--- src/rtl/if_fetch_unit.sv ---
// if_fetch_unit: RV32I instruction-fetch front end.
// Issues sequential fetches and queues {pc, instr} for IF/ID.
//
// Ports:
//   clk_i, synclr_ni          clock, asynchronous active-low reset
//   imem_req_o, imem_addr_o   fetch request, word-aligned address
//   imem_gnt_i                request accepted this cycle
//   imem_rvalid_i, rdata_i    in-order instruction response
//   stall_i                   IF/ID holds; head is not popped
//   redirect_i, redirect_pc_i taken branch/jump from EX
//   if_valid_o, if_pc_o,
//   if_pc4_o, if_instr_o      head of the instruction queue
module if_fetch_unit #(
    parameter logic [31:0] RESET_PC = 32'h0000_0000,
    parameter int unsigned DEPTH    = 2
) (
    input  logic        clk_i,
    input  logic        synclr_ni,
    output logic        imem_req_o,
    output logic [31:0] imem_addr_o,
    input  logic        imem_gnt_i,
    input  logic        imem_rvalid_i,
    input  logic [31:0] imem_rdata_i,
    input  logic        stall_i,
    input  logic        redirect_i,
    input  logic [31:0] redirect_pc_i,
    output logic        if_valid_o,
    output logic [31:0] if_pc_o,
    output logic [31:0] if_pc4_o,
    output logic [31:0] if_instr_o
);

    localparam logic [31:0] NOP = 32'h0000_0013;
    localparam int PW = (DEPTH > 2) ? 2 : 1;
    localparam logic [2:0] DMAX = 3'(DEPTH);
    localparam logic [PW-1:0] PLAST = PW'(DEPTH - 1);

    logic [31:0]   req_pc;
    logic [2:0]    outst;
    logic [2:0]    count;
    logic [2:0]    disc;

    logic [31:0]   pq_addr [DEPTH];
    logic [PW-1:0] pq_wp;
    logic [PW-1:0] pq_rp;

    logic [31:0]   iq_pc    [DEPTH];
    logic [31:0]   iq_instr [DEPTH];
    logic [PW-1:0] iq_wp;
    logic [PW-1:0] iq_rp;

    logic          head_v;
    logic          pop;
    logic          grant;
    logic          rv_ok;
    logic          push;
    logic [3:0]    credit;

    function automatic logic [PW-1:0] nxt(
        input logic [PW-1:0] p
    );
        return (p == PLAST) ? '0 : p + 1'b1;
    endfunction

    assign head_v     = (count != 3'd0);
    assign if_valid_o = head_v && !redirect_i;
    assign pop        = if_valid_o && !stall_i;

    // Slots in flight (including ones to be discarded)
    // plus queued entries, net of this cycle's pop.
    assign credit = {1'b0, outst}
                  + {1'b0, count}
                  - {3'b000, pop};

    assign imem_req_o = synclr_ni
                     && !redirect_i
                     && (credit < {1'b0, DMAX});
    assign imem_addr_o = req_pc;
    assign grant       = imem_req_o && imem_gnt_i;

    // A response with nothing outstanding is ignored.
    assign rv_ok = imem_rvalid_i && (outst != 3'd0);
    assign push  = rv_ok && (disc == 3'd0) && !redirect_i;

    assign if_pc_o    = if_valid_o ? iq_pc[iq_rp] : 32'h0;
    assign if_pc4_o   = if_pc_o + 32'd4;
    assign if_instr_o = if_valid_o ? iq_instr[iq_rp] : NOP;

    always_ff @(posedge clk_i or negedge synclr_ni) begin
        if (!synclr_ni) begin
            req_pc <= RESET_PC;
            outst  <= 3'd0;
            disc   <= 3'd0;
            count  <= 3'd0;
            pq_wp  <= '0;
            pq_rp  <= '0;
            iq_wp  <= '0;
            iq_rp  <= '0;
        end else if (redirect_i) begin
            // Everything still in flight becomes stale.
            req_pc <= redirect_pc_i;
            outst  <= outst - {2'b00, rv_ok};
            disc   <= outst - {2'b00, rv_ok};
            count  <= 3'd0;
            pq_wp  <= '0;
            pq_rp  <= '0;
            iq_wp  <= '0;
            iq_rp  <= '0;
        end else begin
            if (grant) begin
                req_pc <= req_pc + 32'd4;
                pq_wp  <= nxt(pq_wp);
            end
            outst <= outst
                   + {2'b00, grant}
                   - {2'b00, rv_ok};
            if (rv_ok && (disc != 3'd0)) begin
                disc <= disc - 3'd1;
            end
            if (push) begin
                pq_rp <= nxt(pq_rp);
                iq_wp <= nxt(iq_wp);
            end
            if (pop) begin
                iq_rp <= nxt(iq_rp);
            end
            count <= count
                   + {2'b00, push}
                   - {2'b00, pop};
        end
    end

    // Payload storage; validity is tracked by the
    // counters and pointers above.
    always_ff @(posedge clk_i) begin
        if (grant) begin
            pq_addr[pq_wp] <= req_pc;
        end
        if (push) begin
            iq_pc[iq_wp]    <= pq_addr[pq_rp];
            iq_instr[iq_wp] <= imem_rdata_i;
        end
    end

endmodule
--- config.mk ---
export PLATFORM = sky130hd
export DESIGN_NAME = if_fetch_unit
export DESIGN_NICKNAME = d
export VERILOG_FILES = /design/src/rtl/if_fetch_unit.sv
export SDC_FILE = /design/constraint.sdc
export NUM_CORES = 1
export LEC_CHECK = 0
export CORE_MARGIN = 4
export CORE_UTILIZATION = 57
export CTS_CLUSTER_DIAMETER = 150
export DETAILED_ROUTE_END_ITERATION = 6
export GPL_ROUTABILITY_DRIVEN = 0
export HOLD_SLACK_MARGIN = 0.12
export MAX_ROUTING_LAYER = met4
export PLACE_DENSITY = 0.95
export SYNTH_ARGS = -nofsm -noshare
export SYNTH_HDL_FRONTEND = slang
export SYNTH_SLANG_ARGS = --single-unit
--- constraint.sdc ---
create_clock -name clk_i -period 18.5 [get_ports clk_i]
set_input_delay 1.85 -clock clk_i [delete_from_list [all_inputs] [get_ports clk_i]]
set_output_delay 1.85 -clock clk_i [all_outputs]
set_load 0.005 [all_outputs]
* After elaboration in Yosys (flattened, before gate mapping) *
Memories as Yosys holds them, arrays and structs flattened.
Cells that the tools add are included.

storage, ports and cells
  word-level logic and storage cells = 69
  input port bits = 70
  memory bits (writable) = 192
  memories = 3
  register bits after elaboration = 45

operators by class
  add/sub/neg operators = 14
  $lt $le $gt $ge = 1
  multiplexer cells = 24
  reduce and logical (&&, ||, !) cells = 19

memory list
  memory    words  width  rd ports  clocked after Yosys merged registers in  wr ports  line  source
  iq_instr  2      32     1         0                                        1         48    logic [31:0] iq_instr [DEPTH];
  iq_pc     2      32     1         0                                        1         47    logic [31:0] iq_pc [DEPTH];
  pq_addr   2      32     1         0                                        1         43    logic [31:0] pq_addr [DEPTH];

operators by type and width
  kind                                                         number
  two-way mux 32 bit                                           4
  adder 32 x 3 -> 32 bit (second input constant)               2
  two-way mux 1 bit                                            16
  two-way mux 3 bit                                            4
  logical AND 1 bit                                            9
  nonzero test 3 bit                                           3
  subtractor 3 x 1 -> 3 bit                                    3
  nonzero test 2 bit                                           4
  adder 3 x 1 -> 3 bit                                         2
  adder 1 bit (second input constant)                          4
  adder 3 x 3 -> 4 bit                                         1
  less-than comparator 4 x 2 -> 1 bit (second input constant)  1
  subtractor 4 x 1 -> 4 bit                                    1
  logical NOT 3 bit                                            1
  subtractor 3 x 1 -> 3 bit (second input constant)            1
  logical NOT 1 bit                                            2

* Longest topological paths before layout *
  depth after elaboration = 10
  mapped depth = 17
  mapped depth without buffers = 16

* Worst setup path after synthesis *
Ideal clock, no wire load.

  kind = input -> register
  from = in redirect_i
  to = mem iq_instr[1][0], enable pin
  required time = 17922 ps
  data arrival time = 7348 ps
  buffers on the path = 4
  setup slack = 10574 ps
  stages = 5
  cells stage by stage = buf_2 -> clkbuf_1 -> buf_1 -> buf_1 -> nor3b_1

on the way
  cells in the longest elaborated chain, start to end = 4

RTL lines
  item                                     line  source
  from (decl)                              25    input logic redirect_i,
  logical NOT 1 bit                        83    assign push = rv_ok && (disc == 3'd0) && !redirect_i;
  logical AND 1 bit                        83
  two-way mux 1 bit                        139   if (push) begin
  two-way mux 1 bit (not written as such)  141   iq_instr[iq_wp] <= imem_rdata_i;
  to (decl)                                48

No other way between the ends.

* Worst setup path after layout *
  from = in redirect_i
  to = out imem_req_o

on the way
  cells in the longest elaborated chain, start to end = 6
  elaborated cells on any way between the ends = 7
  classes of those cells = add/sub (1); order compare (1); reduce/logical (5)

RTL lines
  item                                 line    source
  logical NOT 1 bit *                  66, 76
  logical AND 1 bit                    66      assign if_valid_o = head_v && !redirect_i;
  logical AND 1 bit                    67      assign pop = if_valid_o && !stall_i;
  subtractor 4 x 1 -> 4 bit            73      - {3'b000, pop};
  less-than comparator 4 x 2 -> 1 bit  77      && (credit < {1'b0, DMAX});
  logical AND 1 bit *                  77
  to (decl)                            19      output logic imem_req_o,

Mark *: on every way between the ends. The rest lies on a longest branch, timed or not.

==> impl_metrics.env <==
export IMPL_core_area_mm2=0.0188
export IMPL_viasPerCell=5.71
export IMPL_cts_sinks=237
export IMPL_r2r_start="count[0]"
export IMPL_clk_pin_slew_ns=0.06
export IMPL_finalSetupTns_ns=0
export IMPL_yosysWarnings=0
export IMPL_status="finished, final reports clean"
export IMPL_yosys_top_cells_area="edfxtp_1, dfrtp_1, mux2i_1, mux2_2, xnor2_1"
export IMPL_cp_data_required_time_ns=16.65
export IMPL_die_y_um=146
export IMPL_overflow=0
export IMPL_cts_made_buffers=24
export IMPL_worst_ep_arrival_time_ns=5.21
export IMPL_dieArea_mm2=0.0214
export IMPL_drcViolationCount=0
export IMPL_grt_usage=0.231
export IMPL_grt_pass1_wl_um=38700
export IMPL_drt_wl_total_um=24400
export IMPL_nNetsFinal=1085
export IMPL_final_hold_violation_count=0
export IMPL_cts_tree="yes"
export IMPL_async_flop_share=0.190
export IMPL_first_pass_iters=5
export IMPL_synth_top_area_frac=0.530
export IMPL_cellPowerDensity_mw_per_mm2=120
export IMPL_root_buffer="clkbuf_16"
export IMPL_reg2reg_slack_ns=13.99
export IMPL_netlist_instances=803
export IMPL_min_period_over_period=0.382
export IMPL_synth_largest_area_cell="edfxtp_1"
export IMPL_htree_levels=1
export IMPL_cts_resized_gates=0
export IMPL_synth_edff_count=192
export IMPL_wl_per_cell_um=19.6
export IMPL_netlist_cell_type_count=55
export IMPL_die_x_um=146
export IMPL_criticalPathCategory="in2out"
export IMPL_syn_avg_cell_area_um2=13.6
export IMPL_fillCellCount=1236
export IMPL_setup_viol=0
export IMPL_fin_skew_ns=0.0164
export IMPL_postCtsHoldBufs=0
export IMPL_min_path_type="reg2reg"
export IMPL_slew_violations=0
export IMPL_p_leak_uw=0.00476
export IMPL_end_kind="output port"
export IMPL_grt_pass1_vias=7274
export IMPL_whs_ns=0.520
export IMPL_initial_utilization=0.580
export IMPL_worstHoldStart="imem_addr_o[1]"
export IMPL_port_buffers=199
export IMPL_cts_setup_buffers=0
export IMPL_grt_setup_unrepaired="false"
export IMPL_synthesis_area_mm2=0.0109
export IMPL_crit_fanout=83
export IMPL_peakVddDrop_v=0.000124
export IMPL_max_freq_mhz=142
export IMPL_area_growth_pct=26.9
export IMPL_first_iter_violations=494
export IMPL_clock_latency_ns=0.52
export IMPL_vias=7139
export IMPL_hpwl_um=16500
export IMPL_cts_buffer_depth=3
export IMPL_ys_flop_type="edfxtp_1"
export IMPL_worst_pin_slew_ns=1.02
export IMPL_ios=200
export IMPL_crit_start="redirect_i"
export IMPL_dpl_cell_area_mm2=0.0131
export IMPL_ys_top_cells_by_count="edfxtp_1, nor2_1, mux2i_1"
export IMPL_n_antenna_cell=0
export IMPL_power_uw=1660
export IMPL_synth_nets=889
export IMPL_design_area_mm2=0.0138
export IMPL_synth_most_common_cell="edfxtp_1"
export IMPL_ant_nets=0
export IMPL_drive_above_1_share=0.123
export IMPL_yosysSeqAreaShare=0.633
export IMPL_grt_max_degree=84
export IMPL_start_kind="input port"
export IMPL_antenna_found_initial=0
export IMPL_period_needed_ns=7.06
export IMPL_drv_cap=0
export IMPL_slew_headroom=0.321
export IMPL_core_rowCount=50
export IMPL_ys_ff_latch=237
[layout by cell type (no fill, tap or decap), drive strengths merged, types with 3 or more instances in the layout]
cell,Yosys,routed
mux2i,60,60
nor3,15,15
ha,13,13
dfrtp,45,45
a211o,3,3
o21ai,34,34
nand2b,6,6
nor4,8,8
nand3b,3,3
nand4,16,16
nor2,70,70
nor2b,10,10
a211oi,9,9
clkinv,0,8
buf,28,13
a2111oi,6,6
a21boi,3,3
xor2,31,31
clkdlybuf4s50,0,197
and4,3,3
mux2,49,49
or2,3,3
xnor2,33,33
a21oi,18,18
inv,21,21
nand2,51,51
fa,3,3
or3,4,4
or4,3,3
and3,5,5
edfxtp,192,192
nand3,31,31
clkbuf,12,33
[cell families after synthesis]
| group | count (synthesis) | share of synthesized area |
|---|---|---|
| DFF | 237 | 0.633 |
| and+or+nand+nor | 236 | 0.113 |
| adders and majority gates | 16 | 0.0205 |
| muxes | 109 | 0.106 |
| AOI/OAI and AO/OA | 80 | 0.0508 |
| xor gates and xnor gates | 64 | 0.0515 |
| buffers and inverters | 61 | 0.0246 |
[final timing paths]
| path | endpoint | cells after the start |
|---|---|---|
| max | imem_req_o | 9 |
| min | pq_addr[1][1] | 0 |
| max reg2reg | outst[2] | 14 |
| min reg2reg | pq_addr[1][1] | 0 |
| max in group asynchronous | iq_rp | 2 |
| min in group asynchronous | imem_addr_o[25] | 2 |
[power by group]
| part | switching (uW) | leakage, uW | internal (uW) |
|---|---|---|---|
| Sequential | 43.5 | 0.00228 | 634 |
| Clock | 189 | 0.000364 | 265 |
| Combinational | 282 | 0.00212 | 245 |
| Total | 515 | 0.00476 | 1140 |
[stage by stage]
stage           util  setup WS (ns)  std cells
2_1_floorplan      -          10.57        803
3_3_place_gp   0.696          11.55       1207
3_5_place_dp   0.696          11.47       1207
4_1_cts        0.736          11.46       1250
5_1_grt        0.736          11.18       1250
6_report       0.736          11.44       1250
[per-layer routing]
metal	track usage	wire length, um
met2	0.367	11700
met1	0.306	10200
met5	-	0
met3	0.0453	1960
met4	0.0668	542
[sequential cells by signal, indices dropped and copies added, names as in the netlist]
register,count
iq_instr,64
disc,3
pq_rp,1
pq_addr,64
imem_addr_o,32
iq_pc,64
iq_wp,1
count,3
outst,3
pq_wp,1
iq_rp,1
[area by class of cell]
type	count	area, um2	share of cell area
inverter	21	78.8	0.00571
multi-input combinational	505	3730	0.271
sequential	237	6900	0.499
timing repair buffer	210	2060	0.150
clock inverter	10	75.1	0.00544
clock buffer	33	666	0.0482
tap	234	293	0.0212
[critical path, stage by stage]
cell and delay (ns):
buf_2 0.09, buf_4 0.37, or3_1 0.50, or2_2 0.31, ha_1 0.29, and3_1 0.19, a211o_1 0.67, a21boi_0 0.36
clkdlybuf4s50_1 0.55
No activity file was read; power rests on OpenSTA's default activity.
